<file path="src/rtl/shiftreg_sequencer_if.sv">
// shiftreg_sequencer_if: command handshake between a requester and the shift register sequencer
interface shiftreg_sequencer_if #(
    parameter int DATASIZE = 8,
    parameter int CNTSIZE  = $clog2(DATASIZE) + 1
);
    logic                cmd_valid_i;
    logic                cmd_ready_o;
    logic                cmd_load_i;
    logic [DATASIZE-1:0] cmd_value_i;
    logic                cmd_dir_i;
    logic [CNTSIZE-1:0]  cmd_count_i;
    logic [DATASIZE-1:0] cmd_fill_i;
    logic                abort_i;
    modport master (
        output cmd_valid_i, cmd_load_i, cmd_value_i, cmd_dir_i, cmd_count_i, cmd_fill_i, abort_i,
        input  cmd_ready_o
    );
    modport slave (
        input  cmd_valid_i, cmd_load_i, cmd_value_i, cmd_dir_i, cmd_count_i, cmd_fill_i, abort_i,
        output cmd_ready_o
    );
endinterface

</file>
<file path="src/rtl/shiftreg_sequencer.sv">
// shiftreg_sequencer: turns load/shift commands into cycle-by-cycle mode and serial-in drive for a 4-mode shift register
module shiftreg_sequencer #(
    parameter int DATASIZE = 8,
    parameter int CNTSIZE  = $clog2(DATASIZE) + 1
) (
    input  logic                clk_i,
    input  logic                rst_n_i,
    shiftreg_sequencer_if.slave cmd,
    output logic [1:0]          mode_o,
    output logic [DATASIZE-1:0] load_value_o,
    output logic                ser_in_msb_o,
    output logic                ser_in_lsb_o,
    output logic                busy_o,
    output logic                done_o
);
    typedef enum logic [1:0] {S_IDLE, S_LOAD, S_SHIFT, S_DONE} state_t;
    state_t              r_state;
    state_t              w_next;
    logic [DATASIZE-1:0] r_value;
    logic [DATASIZE-1:0] r_fill;
    logic                r_dir;
    logic [CNTSIZE-1:0]  r_count;
    logic [CNTSIZE-1:0]  r_k;
    logic [CNTSIZE-1:0]  w_count;
    logic [DATASIZE-1:0] w_fill_shifted;
    logic                w_fill_bit;
    logic                w_accept;
    logic                w_last;
    assign w_count        = (cmd.cmd_count_i > CNTSIZE'(DATASIZE)) ? CNTSIZE'(DATASIZE) : cmd.cmd_count_i;
    assign w_accept       = (r_state == S_IDLE) && cmd.cmd_valid_i;
    assign w_last         = (r_k + CNTSIZE'(1)) == r_count;
    assign w_fill_shifted = r_fill >> r_k;
    assign w_fill_bit     = w_fill_shifted[0];
    always_ff @(posedge clk_i or negedge rst_n_i) begin
        if (!rst_n_i)
            r_state <= S_IDLE;
        else
            r_state <= w_next;
    end
    always_ff @(posedge clk_i or negedge rst_n_i) begin
        if (!rst_n_i) begin
            r_value <= '0;
            r_fill  <= '0;
            r_dir   <= 1'b0;
            r_count <= '0;
            r_k     <= '0;
        end else if (w_accept) begin
            r_value <= cmd.cmd_value_i;
            r_fill  <= cmd.cmd_fill_i;
            r_dir   <= cmd.cmd_dir_i;
            r_count <= w_count;
            r_k     <= '0;
        end else if (r_state == S_SHIFT) begin
            r_k     <= r_k + CNTSIZE'(1);
        end
    end
    // abort is only honoured while the register is being driven
    always_comb begin
        w_next = r_state;
        case (r_state)
            S_IDLE:  w_next = !cmd.cmd_valid_i ? S_IDLE :
                              cmd.cmd_load_i ? S_LOAD : (w_count != '0) ? S_SHIFT : S_DONE;
            S_LOAD:  w_next = (cmd.abort_i || r_count == '0) ? S_DONE : S_SHIFT;
            S_SHIFT: w_next = (cmd.abort_i || w_last) ? S_DONE : S_SHIFT;
            default: w_next = S_IDLE;
        endcase
    end
    always_comb begin
        mode_o          = (r_state == S_LOAD) ? 2'b11 :
                          (r_state == S_SHIFT) ? (r_dir ? 2'b10 : 2'b01) : 2'b00;
        load_value_o    = r_value;
        ser_in_msb_o    = (r_state == S_SHIFT) && r_dir && w_fill_bit;
        ser_in_lsb_o    = (r_state == S_SHIFT) && !r_dir && w_fill_bit;
        busy_o          = (r_state == S_LOAD) || (r_state == S_SHIFT);
        done_o          = r_state == S_DONE;
        cmd.cmd_ready_o = r_state == S_IDLE;
    end
endmodule
</file>
<file path="src/flat_wrapper.sv">
// flat-port wrapper written by rule: the top's interface ports become plain ports
module shiftreg_sequencer_flat 
#(
    parameter int DATASIZE = 8,
    parameter int CNTSIZE  = $clog2(DATASIZE) + 1
)
  (clk_i, rst_n_i, mode_o, load_value_o, ser_in_msb_o, ser_in_lsb_o, busy_o, done_o, cmd_cmd_valid_i, cmd_cmd_load_i, cmd_cmd_value_i, cmd_cmd_dir_i, cmd_cmd_count_i, cmd_cmd_fill_i, cmd_abort_i, cmd_cmd_ready_o);
  shiftreg_sequencer_if #(.DATASIZE(DATASIZE), .CNTSIZE(CNTSIZE)) cmd_i ();
  input  logic clk_i;
  input  logic rst_n_i;
  output logic [1:0] mode_o;
  output logic [DATASIZE-1:0] load_value_o;
  output logic ser_in_msb_o;
  output logic ser_in_lsb_o;
  output logic busy_o;
  output logic done_o;
  input wire logic [$bits(cmd_i.cmd_valid_i)-1:0] cmd_cmd_valid_i;
  input wire logic [$bits(cmd_i.cmd_load_i)-1:0] cmd_cmd_load_i;
  input wire logic [$bits(cmd_i.cmd_value_i)-1:0] cmd_cmd_value_i;
  input wire logic [$bits(cmd_i.cmd_dir_i)-1:0] cmd_cmd_dir_i;
  input wire logic [$bits(cmd_i.cmd_count_i)-1:0] cmd_cmd_count_i;
  input wire logic [$bits(cmd_i.cmd_fill_i)-1:0] cmd_cmd_fill_i;
  input wire logic [$bits(cmd_i.abort_i)-1:0] cmd_abort_i;
  output wire logic [$bits(cmd_i.cmd_ready_o)-1:0] cmd_cmd_ready_o;
  assign cmd_i.cmd_valid_i = cmd_cmd_valid_i;
  assign cmd_i.cmd_load_i = cmd_cmd_load_i;
  assign cmd_i.cmd_value_i = cmd_cmd_value_i;
  assign cmd_i.cmd_dir_i = cmd_cmd_dir_i;
  assign cmd_i.cmd_count_i = cmd_cmd_count_i;
  assign cmd_i.cmd_fill_i = cmd_cmd_fill_i;
  assign cmd_i.abort_i = cmd_abort_i;
  assign cmd_cmd_ready_o = cmd_i.cmd_ready_o;
  shiftreg_sequencer #(.DATASIZE(DATASIZE), .CNTSIZE(CNTSIZE)) u_core (.clk_i(clk_i), .rst_n_i(rst_n_i), .cmd(cmd_i), .mode_o(mode_o), .load_value_o(load_value_o), .ser_in_msb_o(ser_in_msb_o), .ser_in_lsb_o(ser_in_lsb_o), .busy_o(busy_o), .done_o(done_o));
endmodule
</file>
<file path="config.mk">
export PLATFORM = sky130hd
export DESIGN_NAME = shiftreg_sequencer_flat
export DESIGN_NICKNAME = d
export VERILOG_FILES = /design/src/rtl/shiftreg_sequencer_if.sv /design/src/rtl/shiftreg_sequencer.sv /design/src/flat_wrapper.sv
export SDC_FILE = /design/constraint.sdc
export NUM_CORES = 1
export LEC_CHECK = 0
export BUFFER_PORTS_ARGS = -buffer_cell sky130_fd_sc_hd__buf_2
export CORE_MARGIN = 1
export CORE_UTILIZATION = 53
export CTS_BUF_LIST = sky130_fd_sc_hd__clkbuf_16
export CTS_CLUSTER_DIAMETER = 80
export DETAILED_ROUTE_END_ITERATION = 10
export MAX_ROUTING_LAYER = met4
export PLACE_DENSITY = 0.81
export SETUP_SLACK_MARGIN = 0.1
export SLEW_MARGIN = 20
export SYNTH_ARGS = -nofsm -noshare
export SYNTH_HDL_FRONTEND = slang
export SYNTH_SLANG_ARGS = --single-unit
</file>
<file path="constraint.sdc">
create_clock -name clk_i -period 3.1 [get_ports clk_i]
set_input_delay 0.155 -clock clk_i [delete_from_list [all_inputs] [get_ports clk_i]]
set_output_delay 0.155 -clock clk_i [all_outputs]
set_load 0.05 [all_outputs]
</file>
==> impl_metrics.json <==
{
  "status": "finished, final reports clean",
  "ys_seq_elements": 27,
  "yosys_warnings": 0,
  "clkPwrFrac_pct": 15.0,
  "diodes": 0,
  "cellPowerDensity_nw_per_um2": 1250,
  "drc": 0,
  "slowest_delay_ps": 550,
  "r2r.worst_path.cells": 4,
  "syn2layout_area_growth_pct": 22.6,
  "yosys.area.top_type": "dfrtp_1",
  "syn-num-nets": 136,
  "slew_headroom_pct": 62.2,
  "layout_setup_ws_ps": 1120,
  "clock_path_buffers": 2,
  "postSynthCellCount": 105,
  "drtIter0Drc": 6,
  "clkTransAtPathRegs_ps": 70,
  "grt_pass1_vias": 949,
  "overflow": 0,
  "synth_top_area_share_pct": 51.4,
  "io_pins": 41,
  "setup_viol": 0,
  "die_h_um": 51.8,
  "power.internal_mw": 1.08,
  "regArea_um2": 676,
  "row_count": 17,
  "arrival_ps": 1830,
  "drive_above_1_share_pct": 45.5,
  "instances_no_fill": 173,
  "routed_wl_mm": 2.50,
  "syn-cell-area_um2": 1310,
  "skew_ps": 4.83,
  "fp.coreArea_um2": 2280,
  "setup.worst_path.start_class": "register",
  "synth_area_leaders": "dfrtp_1, mux2_2, ha_1",
  "grtUsageTotal_pct": 23.0,
  "rrSetupSlack_ps": 1400,
  "period_share_pct": 64.0,
  "fillers": 167,
  "fmax_ghz": 0.504,
  "dpl.cell_count": 168,
  "drv_cap": 0,
  "post_cts_buffers": 0,
  "final_util_pct": 70.8,
  "portBuffers": 40,
  "avgSynthCellArea_um2": 12.5,
  "critPathKind": "reg2out",
  "timing.rr.end": "u_core.load_value_o[6]",
  "critPathMaxFanout": 7,
  "ys_seq_area_share_pct": 51.4,
  "use_met3_pct": 4.68,
  "required_ps": 2940,
  "p_comb_share_pct": 52.9,
  "fin_setup_tns_ps": 0,
  "initial_core_util_pct": 57.7,
  "synth.distinct_cells": 26,
  "ctsResizeCount": 0,
  "dp_hpwl_mm": 1.85,
  "cp-end-kind": "primary output",
  "crit_start": "u_core.r_k[0]",
  "antenna_found_initial": 0,
  "cts_buffers": 3,
  "grt_max_degree": 28,
  "min-delay-start": "cmd_cmd_value_i[2]",
  "worstMarginPinSlew_ps": 566,
  "multiInputGateArea_um2": 596,
  "dieArea_um2": 2680,
  "rr_startpoint": "u_core.r_state[0]",
  "ir_worst_vdd_uv": 732,
  "cts_tree": "yes",
  "dp_slack_ps": 1400,
  "grt_first_pass_wirelength_mm": 4.15,
  "drv_slew": 0,
  "p_sw_share_pct": 46.1,
  "switchingPower_uw": 925,
  "ant_nets": 0,
  "cts_max_level": 1,
  "crit_end": "ser_in_lsb_o",
  "cts_sinks": 27,
  "slowest_stage": "mux4_2",
  "min_period_ps": 1980,
  "fp.dieW_um": 51.8,
  "drt-wirelength-per-cell_um": 14.5,
  "path_cells": "mux4_2 -> mux2i_1 -> nor4b_1 -> buf_2",
  "fin_nets": 177,
  "hp-class": "in2reg",
  "rsz0062_at_grt": "false",
  "hold_violations": 0,
  "seq_power_share_pct": 32.2,
  "cts-root-buf": "clkbuf_16",
  "dr.pass1.iters": 4,
  "clk_latency_ps": 270,
  "via_count": 930,
  "grt_util_met1_pct": 26.8,
  "routed_via_density": 5.38,
  "gp_congestion": 0.828,
  "grt_use_met2_pct": 38.5,
  "finalPower_mw": 2.01,
  "power.leakage_nw": 0.775,
  "grt_busiest_layer": "met2"
}
-- registers in the layout, summed over array words and instances (netlist names) --
name and cells:
u_core.load_value_o 8, u_core.r_k 4, u_core.r_count 4, u_core.r_fill 8
u_core.r_state 2, u_core.r_dir 1
-- cells in the mapped netlist, drive strengths merged --
cell type / instances
dfrtp: 27
mux2: 18
nand2: 7
buf: 5
ha: 5
xnor2: 5
a21oi: 4
nand2b: 4
nor2: 4
o21ai: 4
xor2: 4
inv: 3
mux2i: 2
mux4: 2
nand3: 2
nor4: 2
a21o: 1
a2bb2oi: 1
nand4: 1
nor3: 1
nor4b: 1
o21bai: 1
or4: 1
-- worst min-delay path by stage --
stage                                        end  slack, ps  depth (start not counted)
after CTS                 u_core.load_value_o[2]        120                          2
after floorplan           u_core.load_value_o[0]       -140                          0
after detailed placement           u_core.r_k[3]        180                          1
after global routing      u_core.load_value_o[5]        120                          2
after global placement             u_core.r_k[2]        180                          1
final                     u_core.load_value_o[2]        120                          2
-- final cells by class --
class | instances | area share (%)
Sequential cell | 27 | 42.0
Multi-Input combinational cell | 70 | 37.0
Timing Repair Buffer | 41 | 13.1
Clock buffer | 3 | 4.66
Tap cell | 28 | 2.18
Inverter | 3 | 0.699
Clock inverter | 1 | 0.466
-- power groups by stage --
stage	clock (mW)	combinational [mW]	sequential, mW
after CTS	0.304	1.07	0.647
after floorplan	0	0.704	0.796
after global routing	0.316	1.14	0.669
after global placement	0	1.02	0.638
after detailed placement	0	1.06	0.651
final	0.300	1.06	0.646
-- critical path, delay by kind of cell (launching register included) --
family | cells | cell delay (ps)
and+or+nand+nor | 1 | 70
muxes | 2 | 750
buffers and inverters | 1 | 220
DFF | 1 | 520
-- layout by cell type, fill, tap and decap left out, types with 2 or more instances in the layout --
cell	netlist	routed
buf_2	4	40
mux2i_1	2	2
a21oi_1	4	4
nand2b_1	4	4
mux4_2	2	2
nor2_1	4	4
mux2_2	18	18
o21ai_0	3	3
clkbuf_16	0	3
nand3_1	2	2
xnor2_1	5	5
inv_1	3	3
dfrtp_1	27	27
xor2_1	4	4
ha_1	5	5
nand2_1	6	6
nor4_1	2	2
-- through the flow --
stage	hold WS (ps)	area (µm²)
final	116	1610
after global placement	178	1520
after CTS	116	1610
after floorplan	-141	1310
after detailed placement	185	1520
after global routing	116	1610
-- cells by family after synthesis --
kind of cell    share of synthesized area, %
buf+inv                                 3.24
fa+ha+maj                               4.76
simple gates                            9.05
mux                                     20.4
flops                                   51.4
compound gates                          5.14
xor+xnor                                6.00
-- routing by layer --
| layer | vias up | share of wire, % |
|---|---|---|
| met5 | - | 0 |
| li1 | 445 | - |
| met4 | 0 | 1.6 |
| met1 | 445 | 42 |
| met2 | 32 | 52 |
| met3 | 8 | 4.5 |
-- timing repair --
item                       4_1_cts  5_1_grt
setup endpoints to repair        0        0
hold buffers                     1        0
hold endpoints to repair        27        0
No activity file was read; power rests on OpenSTA's default activity.
